--- src/rtl/bubble_host_receiver.sv ---
// Host-side bubble page reader: drives shift/replicator/bootloop enables and captures returned bit pairs.
// Optional CRC-16/CCITT over the captured stream when BUBBLE_RX_CRC_EN is defined.
module bubble_host_receiver #(
    parameter int BIT_PERIOD   = 48,
    parameter int SETUP_BITS   = 4,
    parameter int REP_BITS     = 2,
    parameter int LATENCY_BITS = 16,
    parameter int PAGE_PAIRS   = 512
) (
    input  logic        master_clock,
    input  logic        reset_n,
    input  logic        start,
    input  logic        boot_mode,
    input  logic        abort,
    input  logic        bubble_out_odd,
    input  logic        bubble_out_even,
    output logic        bubble_shift_enable,
    output logic        replicator_enable,
    output logic        bootloop_enable,
    output logic [10:0] buffer_write_address,
    output logic [1:0]  buffer_write_data,
    output logic        buffer_write_enable,
    output logic        busy,
    output logic        done,
    output logic [15:0] rx_crc
);

    localparam int BW = $clog2(BIT_PERIOD + 1);
    localparam int SMAX = (SETUP_BITS > REP_BITS)
                        ? ((SETUP_BITS > LATENCY_BITS) ? SETUP_BITS : LATENCY_BITS)
                        : ((REP_BITS > LATENCY_BITS) ? REP_BITS : LATENCY_BITS);
    localparam int SW = $clog2(SMAX + 1);

    localparam logic [BW-1:0] BIT_LAST   = BW'(BIT_PERIOD - 1);
    localparam logic [BW-1:0] BIT_MID    = BW'(BIT_PERIOD / 2);
    localparam logic [SW-1:0] SETUP_LAST = SW'(SETUP_BITS - 1);
    localparam logic [SW-1:0] REP_LAST   = SW'(REP_BITS - 1);
    localparam logic [SW-1:0] LAT_LAST   = SW'(LATENCY_BITS - 1);
    localparam logic [10:0]   PAIR_LAST  = 11'(PAGE_PAIRS - 1);

    if (PAGE_PAIRS > 2048) begin : g_bad_page
        $error("PAGE_PAIRS must not exceed 2048");
    end

    typedef enum logic [2:0] {
        S_IDLE,
        S_SETUP,
        S_REP,
        S_LAT,
        S_CAP,
        S_FIN
    } state_t;

    state_t state, state_nxt;

    logic          odd_s1, odd_s2, even_s1, even_s2;
    logic [BW-1:0] bit_cnt;
    logic [SW-1:0] slot_cnt;
    logic [10:0]   pair_idx;
    logic [10:0]   addr_q;
    logic [1:0]    data_q;
    logic          we_q;
    logic          boot_q;
    logic          slot_tick;
    logic          enter_setup;
    logic          sample;
    logic          wr_fire;

    assign slot_tick   = (state != S_IDLE) && (bit_cnt == BIT_LAST);
    assign enter_setup = (state == S_IDLE) && (state_nxt == S_SETUP);
    assign sample      = (state == S_CAP) && (bit_cnt == BIT_MID) && !abort;
    assign wr_fire     = we_q && !abort;

    always_comb begin
        state_nxt = state;
        unique case (state)
            S_IDLE:  if (start) state_nxt = S_SETUP;
            S_SETUP: if (slot_tick && slot_cnt == SETUP_LAST) state_nxt = S_REP;
            S_REP:   if (slot_tick && slot_cnt == REP_LAST) state_nxt = S_LAT;
            S_LAT:   if (slot_tick && slot_cnt == LAT_LAST) state_nxt = S_CAP;
            S_CAP:   if (wr_fire && pair_idx == PAIR_LAST) state_nxt = S_FIN;
            S_FIN:   state_nxt = S_IDLE;
            default: state_nxt = S_IDLE;
        endcase
        if (abort) state_nxt = S_IDLE;
    end

    always_ff @(posedge master_clock or negedge reset_n) begin
        if (!reset_n) begin
            state   <= S_IDLE;
            odd_s1  <= 1'b0;
            odd_s2  <= 1'b0;
            even_s1 <= 1'b0;
            even_s2 <= 1'b0;
            boot_q  <= 1'b0;
        end else begin
            state   <= state_nxt;
            odd_s1  <= bubble_out_odd;
            odd_s2  <= odd_s1;
            even_s1 <= bubble_out_even;
            even_s2 <= even_s1;
            if (enter_setup) boot_q <= boot_mode;
        end
    end

    // Slot counter restarts on every state change so each phase counts its own ticks.
    always_ff @(posedge master_clock or negedge reset_n) begin
        if (!reset_n) begin
            bit_cnt  <= '0;
            slot_cnt <= '0;
        end else begin
            if (enter_setup) begin
                bit_cnt <= '0;
            end else if (state != S_IDLE) begin
                bit_cnt <= slot_tick ? '0 : bit_cnt + 1'b1;
            end
            if (state_nxt != state) begin
                slot_cnt <= '0;
            end else if (slot_tick) begin
                slot_cnt <= slot_cnt + 1'b1;
            end
        end
    end

    always_ff @(posedge master_clock or negedge reset_n) begin
        if (!reset_n) begin
            we_q     <= 1'b0;
            data_q   <= 2'b00;
            addr_q   <= '0;
            pair_idx <= '0;
        end else begin
            we_q <= sample;
            if (sample) data_q <= {even_s2, odd_s2};
            if (enter_setup) begin
                addr_q   <= '0;
                pair_idx <= '0;
            end else begin
                if (sample) addr_q <= pair_idx;
                if (wr_fire && pair_idx != PAIR_LAST) pair_idx <= pair_idx + 1'b1;
            end
        end
    end

    assign bubble_shift_enable  = (state == S_SETUP) || (state == S_REP)
                               || (state == S_LAT) || (state == S_CAP);
    assign replicator_enable    = (state == S_REP) && !boot_q;
    assign bootloop_enable      = (state == S_REP) && boot_q;
    assign busy                 = (state != S_IDLE);
    assign done                 = (state == S_FIN);
    assign buffer_write_enable  = wr_fire;
    assign buffer_write_data    = data_q;
    assign buffer_write_address = addr_q;

`ifdef BUBBLE_RX_CRC_EN
    function automatic logic [15:0] crc_bit(input logic [15:0] c, input logic b);
        return {c[14:0], 1'b0} ^ ((c[15] ^ b) ? 16'h1021 : 16'h0000);
    endfunction

    logic [15:0] crc_q;

    // Odd bit enters the register ahead of even bit.
    always_ff @(posedge master_clock or negedge reset_n) begin
        if (!reset_n) begin
            crc_q <= 16'h0000;
        end else if (enter_setup) begin
            crc_q <= 16'hFFFF;
        end else if (wr_fire) begin
            crc_q <= crc_bit(crc_bit(crc_q, data_q[0]), data_q[1]);
        end
    end

    assign rx_crc = crc_q;
`else
    assign rx_crc = 16'h0000;
`endif

endmodule
--- config.mk ---
export PLATFORM = sky130hd
export DESIGN_NAME = bubble_host_receiver
export DESIGN_NICKNAME = d
export VERILOG_FILES = /design/src/rtl/bubble_host_receiver.sv
export SDC_FILE = /design/constraint.sdc
export NUM_CORES = 1
export LEC_CHECK = 0
export CAP_MARGIN = 20
export CORE_MARGIN = 2
export CORE_UTILIZATION = 40
export DETAILED_ROUTE_END_ITERATION = 8
export DONT_BUFFER_PORTS = 1
export PLACE_DENSITY_LB_ADDON = 0.12
export SLEW_MARGIN = 40
export SYNTH_ARGS = -nofsm -noshare
export SYNTH_HDL_FRONTEND = slang
export SYNTH_SLANG_ARGS = --single-unit
--- constraint.sdc ---
create_clock -name master_clock -period 2.1 [get_ports master_clock]
set_input_delay 0 -clock master_clock [delete_from_list [all_inputs] [get_ports master_clock]]
set_output_delay 0 -clock master_clock [all_outputs]
set_load 0.05 [all_outputs]
======== Yosys cells after proc, flatten, opt, wreduce, memory -nomap -nowiden ========
Index checks and enable logic that the tools add are counted.
storage, ports and cells
  register bits ........................... 44
  input bits .............................. 7
  output and inout port bits .............. 35
operators by class
  add/sub/neg operators ................... 3
  eq/ne operators ......................... 14
  multiplexer cells ....................... 16
  reduce and logical (&&, ||, !) cells .... 23
operators by type and width
  cell                                                  number
  two-way mux 11 bit                                    4
  two-way mux 3 bit                                     6
  two-way mux 6 bit                                     3
  case mux 3 bit (5 select lines)                       1
  logical AND 1 bit                                     12
  adder 11 x 1 -> 11 bit, second input constant         1
  equality test 11 x 9 -> 1 bit, second input constant  1
  != test 11 x 9 -> 1 bit, second input constant        1
  two-way mux 5 bit                                     2
  nonzero test 2 bit                                    4
  adder 6 x 1 -> 6 bit, second input constant           1
  equality test 3 x 1 -> 1 bit, second input constant   2
  equality test 3 x 2 -> 1 bit, second input constant   2
  equality test 3 bit, second input constant            2
  equality test 6 x 5 -> 1 bit, second input constant   1
  equality test 6 bit, second input constant            1
  adder 5 x 1 -> 5 bit, second input constant           1
  equality test 5 x 1 -> 1 bit, second input constant   1
  equality test 5 x 2 -> 1 bit, second input constant   1
  equality test 5 x 4 -> 1 bit, second input constant   1
  logical NOT 3 bit                                     1
  logical OR 1 bit                                      3
  != test 3 bit                                         1
  nonzero test 3 bit                                    1
  logical NOT 1 bit                                     2

======== Depth between registers and ports, before layout ========
Gate-level depths: netlist of the first run.
  depth after elaboration ................. 9
  gate-level depth with buffers ........... 8

======== Worst setup path before layout of the first run ========
OpenSTA, ideal clock, no wires.
  kind .................................... reg-to-output
  from .................................... register state[1]
  to ...................................... output port bootloop_enable
  data arrival time ....................... 2.288 ns
  data required time ...................... 2.100 ns
  setup slack ............................. -0.188 ns
  cell stages (with the launch flop) ...... 4
  path through ............................ dfrtp_1 clkbuf_8 inv_1 nor4b_1
between the ends
  longest elaborated chain between the ends .. 2
ends and longest elaborated chain
  what                          RTL line  text
  from (decl)                   54        state_t state, state_nxt;
  from (signal assigned)        97        state <= state_nxt;
  equality test 3 x 2 -> 1 bit  147       assign bootloop_enable = (state == S_REP) && boot_q;
  logical AND 1 bit             147
  to (decl)                     19        output logic bootloop_enable,
No other way between the ends.

======== Final worst setup path of the first run ========
  from .................................... register slot_cnt[1]
  to ...................................... register slot_cnt[4]
between the ends
  longest elaborated chain between the ends .. 7
  elaborated cells on any way between the ends .. 16
  classes of those cells .................. add/sub: 1; eq/ne: 4; mux: 7; reduce/logical: 4
ends and longest elaborated chain
  what                                                     RTL line    text
  from (decl)                                              58          logic [SW-1:0] slot_cnt;
  from (signal assigned)                                   120         slot_cnt <= slot_cnt + 1'b1;
  equality test 5 x 4 -> 1 bit (tied with other cells)     80          S_LAT: if (slot_tick && slot_cnt == LAT_LAST) state_nxt = S_CAP;
  logical AND 1 bit (on tied branches)                     80, 78, 79
  two-way mux 3 bit (on tied branches)                     80, 78, 79
  case mux 3 bit (5 select lines)                          76          unique case (state)
  two-way mux 3 bit                                        85          if (abort) state_nxt = S_IDLE;
  != test 3 bit                                            117         if (state_nxt != state) begin
  two-way mux 5 bit or nonzero test 2 bit (tied branches)  -
Several ways; a longest one is shown, not always the timed one. The select of a mux whose other input is x is not followed.
A chain may end at the register's enable or synchronous reset.

==> flow_summary_export.csv, run 1 <==
group,metric,value,unit
timing,finalHoldViolCount,0,
die,rows,28,
worst_setup_path,critPathKind,"register to register",
die,io_pins,42,
synthesis,synth-seq-cells,44,
power_and_ir_drop,static-leakage-power,1.34,nW
power_and_ir_drop,total_power,1.94,mW
run,max_cap_violations,0,
cells_and_area,mostFrequentLayoutCell,"dfrtp_1",
global_route,groute.usage.overall,16.3,%
timing,rsz0062_at_grt,"true",
timing,final.period_utilization,99.4,%
worst_setup_path,arrival,2.29,ns
clock_tree,cts_num_sinks,44,
route,post-route-drc-count,0,
status,status,"finished clean",
global_route,global_route_wire_length_before_repair,8320,microns
cells_and_area,post_route_cells_drive_above_1_share,18.9,%
global_route,grt_pass1_vias,1680,
clock_tree,tritoncts_buffer_count,5,
timing,post_route_setup_tns,0,ns
route,wire_length_per_cell_after_detailed_routing,15.4,microns
timing,max_slew.worst_pin.slew,0.658,ns
clock_tree,clock_insertion_delay_worst_skew,0.31,ns
route,ant_nets,0,
clock_tree,clock_tree_from_tritoncts,"built",
route,routed_via_density,5.17,
route,drt_pre_antenna_iters,4,
die,die_width,82.1,microns
die,design.core.area,5920,sq um
cells_and_area,syn_to_final_growth,13.1,%
power_and_ir_drop,peakVddDrop,0.381,mV
synthesis,synthDominantAreaCellType,"dfrtp_1",
clock_tree,htree_levels,2,
timing,slew_headroom,56.2,%
worst_setup_path,worstSetupEndpointType,"register",
cells_and_area,finalCoreUtilization,46.6,%
timing,achievable-frequency,479,MHz
synthesis,synth_ff_type,"dfrtp_1",
timing,setup_violations,0,
synthesis,post_synth_inst_count,242,
synthesis,synthTopCellsByArea,"dfrtp_1, nor2_1, mux2i_1, buf_4, xor2_1",
die,die_y,82.1,microns
global_route,globalRouteOverflowTotal,0,
cells_and_area,n_fill_cell,551,
cells_and_area,antenna_cells,0,
cells_and_area,layout.nets,271,
synthesis,async_reset_ff_share,100,%
global_route,grt_start_max_net_pins,45,
clock_tree,path_clk_slew,0.08,ns
worst_setup_path,worstPathCellList,"ha_2, or4b_4, o311a_4, o21bai_4, a21oi_4, nor4_1",
synthesis,share_of_synthesized_area_occupied_by_flip_flops_and_latches,45.2,%
place,detailedPlacementHpwl,3360,microns
timing,layout_min_cycle_time,2.09,ns
route,initialDrtViolationCount,76,
global_route,number_of_antenna_violations_at_the_first_check_in_global_routing,0,
worst_setup_path,crit_path_largest_cell_delay,0.48,ns
synthesis,synth_top_area_share,45.2,%
synthesis,ys.warnings.count,0,
synthesis,post_synth_instance_area,2440,sq um
die,dieArea,6740,sq um
clock_tree,ctsRootBufferMaster,"clkbuf_8",
route,drt_wl_total,5150,microns
power_and_ir_drop,powerDensity,705,nW/um^2
timing,final-max-slew-violation-count,0,
cells_and_area,mostFrequentLayoutCells,"dfrtp_1, nor2_1, conb_1, buf_4, mux2i_1",
worst_setup_path,crit_path_top_delay_cell,"or4b_4",
synthesis,syn_avg_cell_area,10.1,sq um
synthesis,netlist-cell-type-count,52,
clock_tree,max-clock-path-buffers,2,
route,vias,1727,
die,starting_density_of_the_core,41.2,%
worst_setup_path,worst_setup_path_start_kind,"register",
timing,finClkSkew,0.00990,ns
worst_setup_path,crit_required,2.30,ns
place,port_buffers,0,
place,place.gp.congestion,0.854,
worst_setup_path,crit_path_max_fanout,5,
min_path,hold_class,"input port to register",
synthesis,synth_edf_count,0,
[flip-flops by register name (all words and copies together), names as in the netlist]
register and flops:
even_s1 1, even_s2 1, odd_s1 1, slot_cnt 5
buffer_write_data 2, state 3, pair_idx 11, boot_q 1
odd_s2 1, we_q 1, bit_cnt 6, buffer_write_address 11
[cell usage after synthesis (2+ instances only)]
| master | number |
|---|---|
| and3_2 | 3 |
| o21ai_0 | 6 |
| and2_1 | 2 |
| a22oi_1 | 2 |
| nor2_1 | 37 |
| nor3_1 | 4 |
| clkbuf_1 | 4 |
| dfrtp_1 | 44 |
| xor2_1 | 11 |
| o211ai_1 | 2 |
| or3_1 | 2 |
| mux2_2 | 4 |
| ha_1 | 6 |
| clkbuf_8 | 4 |
| and3_1 | 6 |
| xnor2_1 | 2 |
| mux2i_1 | 13 |
| buf_4 | 17 |
| nand3_1 | 11 |
| nor4_1 | 7 |
| a21oi_1 | 4 |
| nand4_1 | 4 |
| nand2_1 | 9 |
| inv_1 | 10 |
[final cells by class]
class | count | area (sq um) | share of cell area [%]
Inverter | 10 | 37.5 | 1.36
Clock inverter | 2 | 38.8 | 1.41
Tap cell | 75 | 93.8 | 3.40
Clock buffer | 6 | 82.6 | 2.99
Timing Repair Buffer | 20 | 183 | 6.62
Multi-Input combinational cell | 177 | 1220 | 44.3
Sequential cell | 44 | 1100 | 39.9
[path summary, 6_finish.rpt]
path / start / end / slack (ns) / cells past startpoint
max in group asynchronous: reset_n / buffer_write_address[2] / 1.69 / 2
min: start / slot_cnt[4] / 0.03 / 2
max: slot_cnt[1] / slot_cnt[4] / 0.01 / 6
min reg2reg: odd_s1 / odd_s2 / 0.35 / 0
max reg2reg: slot_cnt[1] / slot_cnt[4] / 0.01 / 6
min in group asynchronous: reset_n / state[0] / 0.19 / 2
[critical path, delay by kind of cell, from the launching register on]
family	cells	cell delay, ns
DFF	1	0.41
and+or+nand+nor	2	0.76
adders and majority gates	1	0.20
AOI/OAI and AO/OA	3	0.62
[timing repair]
action                     in CTS  in global routing
hold buffers                    6                  0
hold endpoints to repair       52                  0
buffers inserted                0                  1
gates resized for setup         0                  9
setup endpoints to repair       0                 12
[power breakdown]
| group | internal, mW | switching (mW) | leakage [nW] |
|---|---|---|---|
| sequential | 0.891 | 0.0585 | 0.598 |
| clock | 0.389 | 0.314 | 0.0614 |
| combinational | 0.0943 | 0.196 | 0.677 |
| total | 1.37 | 0.569 | 1.34 |
[routing by layer]
layer / part of all wire [%] / global-route usage (%)
met5: 0 / 0
met3: 3.8 / 3.85
met2: 47 / 25.0
met4: 1.1 / 4.33
met1: 48 / 23.0
[per-stage QoR]
step	setup slack, ns	instances	instance area, sq um	hold slack, ns
2_1_floorplan	0.164	257	2510	-0.296
4_1_cts	0.0202	333	2700	0.0206
6_report	0.0130	334	2760	0.0277
3_3_place_gp	0.0117	319	2500	-0.294
5_1_grt	-0.0705	334	2760	0.0250
3_5_place_dp	0.0366	319	2500	-0.294
[kinds of logic after synthesis]
| logic type | share of synthesized area [%] |
|---|---|
| muxes | 7.18 |
| DFF | 45.2 |
| and+or+nand+nor | 22.2 |
| adders and majority gates | 3.49 |
| xor gates and xnor gates | 4.67 |
| AOI/OAI and AO/OA | 7.34 |
| buffers and inverters | 9.85 |
| other | 0.154 |
Power figures use the tool's default switching activity.
==> inputs of run 2 (changes only) <==
--- a/config.mk
+++ b/config.mk
@@ -5,6 +5,7 @@
 export SDC_FILE = /design/constraint.sdc
 export NUM_CORES = 1
 export LEC_CHECK = 0
+export ABC_AREA = 1
 export CAP_MARGIN = 20
 export CORE_MARGIN = 2
 export CORE_UTILIZATION = 40
==> flow_summary_export.csv, run 2 <==
group,metric,value,unit
timing,achievable-frequency,497,MHz
synthesis,synthXorXnorAreaFrac,3.45,%
min_path,hold_class,"input port to register",
die,die_width,83.7,microns
cells_and_area,final-instance-count-excl-fill,405,
place,place.gp.congestion,0.807,
synthesis,synth_edf_count,0,
route,drt_pre_antenna_iters,4,
cells_and_area,layout.nets,340,
route,vias,1890,
power_and_ir_drop,static-leakage-power,1.39,nW
route,post-route-drc-count,0,
place,port_buffers,0,
synthesis,synth_ff_type,"dfrtp_1",
timing,layout_min_cycle_time,2.01,ns
timing,rsz0062_at_grt,"false",
worst_setup_path,crit_path_top_delay_cell,"dfrtp_1",
worst_setup_path,crit_path_max_fanout,12,
worst_setup_path,worstSetupEndpointType,"register",
clock_tree,max-clock-path-buffers,2,
clock_tree,cts_num_sinks,44,
synthesis,synthDominantAreaCellType,"dfrtp_1",
clock_tree,htree_levels,2,
timing,finalHoldViolCount,0,
clock_tree,ctsRootBufferMaster,"clkbuf_8",
cells_and_area,mostFrequentLayoutCells,"nand2_1, dfrtp_1, inv_1, nor2_1, nand3_1",
worst_setup_path,crit_required,2.26,ns
worst_setup_path,worstPathCellList,"ha_4, and3_1, ha_2, nand3_2, nand2_1, inv_1, nor2_1, nand3_2, nand2_2, nor2_4, clkbuf_16, a21oi_1",
synthesis,synthTopCellsByArea,"dfrtp_1, nand2_1, inv_1, buf_4, a21boi_2",
status,status,"finished clean",
timing,final.period_utilization,95.9,%
route,routed_via_density,4.67,
global_route,grt_start_max_net_pins,45,
synthesis,synth_top_area_share,43.3,%
worst_setup_path,worstPathBufferInverterCount,2,
power_and_ir_drop,peakVddDrop,0.290,mV
synthesis,synth_fa_ha_area_share,2.95,%
die,dieArea,7010,sq um
cells_and_area,mostFrequentLayoutCell,"nand2_1",
route,ant_nets,0,
synthesis,share_of_synthesized_area_occupied_by_flip_flops_and_latches,43.3,%
synthesis,combinational_family_with_the_most_area_after_synthesis,"simple AND/OR/NAND/NOR gates",
global_route,global_route_wire_length_before_repair,8800,microns
power_and_ir_drop,powerDensity,600,nW/um^2
synthesis,synth_most_common_cell,"nand2_1",
worst_setup_path,crit_path_largest_cell_delay,0.42,ns
cells_and_area,antenna_cells,0,
die,rows,29,
die,die_y,83.7,microns
place,place_inst,387,
route,initialDrtViolationCount,76,
clock_tree,path_clk_slew,0.08,ns
power_and_ir_drop,total_power,1.72,mW
route,wire_length_per_cell_after_detailed_routing,12.6,microns
synthesis,synth-seq-cells,44,
synthesis,ys.warnings.count,0,
synthesis,post_synth_instance_area,2540,sq um
timing,setup_violations,0,
global_route,groute.usage.overall,15.3,%
synthesis,compound_gate_fraction_of_synth_area,11.3,%
synthesis,async_reset_ff_share,100,%
synthesis,netlist-cell-type-count,31,
global_route,grt_pass1_vias,1884,
worst_setup_path,critPathKind,"register to register",
die,io_pins,42,
place,detailedPlacementHpwl,3430,microns
clock_tree,clock_insertion_delay_worst_skew,0.29,ns
cells_and_area,post_route_cells_drive_above_1_share,16.2,%
worst_setup_path,worst_setup_path_start_kind,"register",
synthesis,synth_top_cells_by_count,"nand2_1, dfrtp_1, inv_1",
global_route,globalRouteOverflowTotal,0,
synthesis,synth_simple_gate_area_share,26.5,%
die,starting_density_of_the_core,40.7,%
worst_setup_path,critPathMostFrequentCell,"nand3_2",
worst_setup_path,slack_of_the_worst_reg_to_reg_path,0.09,ns
die,design.core.area,6240,sq um
clock_tree,clock_tree_from_tritoncts,"built",
timing,finClkSkew,0.00949,ns
global_route,number_of_antenna_violations_at_the_first_check_in_global_routing,0,
run,max_cap_violations,0,
synthesis,mux_contribution_to_synthesized_area,0,%
synthesis,post_synth_inst_count,308,
synthesis,syn_avg_cell_area,8.25,sq um
cells_and_area,n_fill_cell,615,
timing,post_route_setup_tns,0,ns
route,drt_wl_total,5100,microns
clock_tree,tritoncts_buffer_count,5,
worst_setup_path,cpLargestDelayFamily,"simple AND/OR/NAND/NOR gates",
cells_and_area,syn_to_final_growth,12.9,%
worst_setup_path,arrival,2.17,ns
timing,final-max-slew-violation-count,0,
[run 2: power by group]
part	internal (mW)	switching [mW]	total (mW)
sequential	0.872	0.0294	0.902
clock	0.269	0.282	0.551
combinational	0.0740	0.193	0.267
[run 2: tightest hold or removal path: stages]
cell	delay (ns)
nor2_1	0.02
inv_1	0.06
nor4_1	0.05
buf_4	0.14
[run 2: repair_timing]
| action | 4_1_cts | 5_1_grt |
|---|---|---|
| endpoints found under the setup margin | 0 | 21 |
| buffers inserted | 0 | 3 |
| hold endpoints to repair | 47 | 0 |
| resized for setup | 0 | 7 |
| hold buffers | 5 | 0 |
[run 2: area by class of cell]
type	count	area [sq um]	area share, %
inverters	38	143	4.97
multi-input cells	218	1210	42.1
repair buffers	20	228	7.94
flip-flops and latches	44	1100	38.4
well taps	77	96.3	3.36
clock buffers	8	90.1	3.14
[run 2: logic make-up after synthesis]
logic type | count (synthesis)
AND/OR/NAND/NOR | 145
buffers and inverters | 61
flip-flops | 44
AO/OA/AOI/OAI | 41
XOR/XNOR | 10
adder cells (fa/ha/maj) | 6
other | 1
[run 2: path summary, 6_finish.rpt]
kind                              from     endpoint  cells past startpoint
setup / recovery           slot_cnt[1]  pair_idx[8]                     12
max in group asynchronous      reset_n     state[1]                      2
min in group asynchronous      reset_n   bit_cnt[3]                      2
hold reg to reg                even_s1      even_s2                      0
hold / removal                   abort         we_q                      4
setup reg to reg           slot_cnt[1]  pair_idx[8]                     12
[run 2: layer usage]
layer  part of all wire, %  global-route usage (%)  up-vias
met5                     0                       0        -
li1                      -                       -      994
met3                   3.0                    2.77        5
met2                    48                    25.1       29
met1                    48                    20.6      862
met4                   1.2                    4.84        0
[run 2: stage by stage]
step	hold slack [ns]	setup WS, ns	util (%)	area [sq um]
CTS	0.0120	0.0916	44.4	2770
global placement	-0.294	0.122	41.8	2610
floorplan	-0.296	0.245	-	2600
detailed placement	-0.294	0.107	41.8	2610
global route	0.0255	0.000592	46.0	2870
finish	0.0192	0.0871	46.0	2870
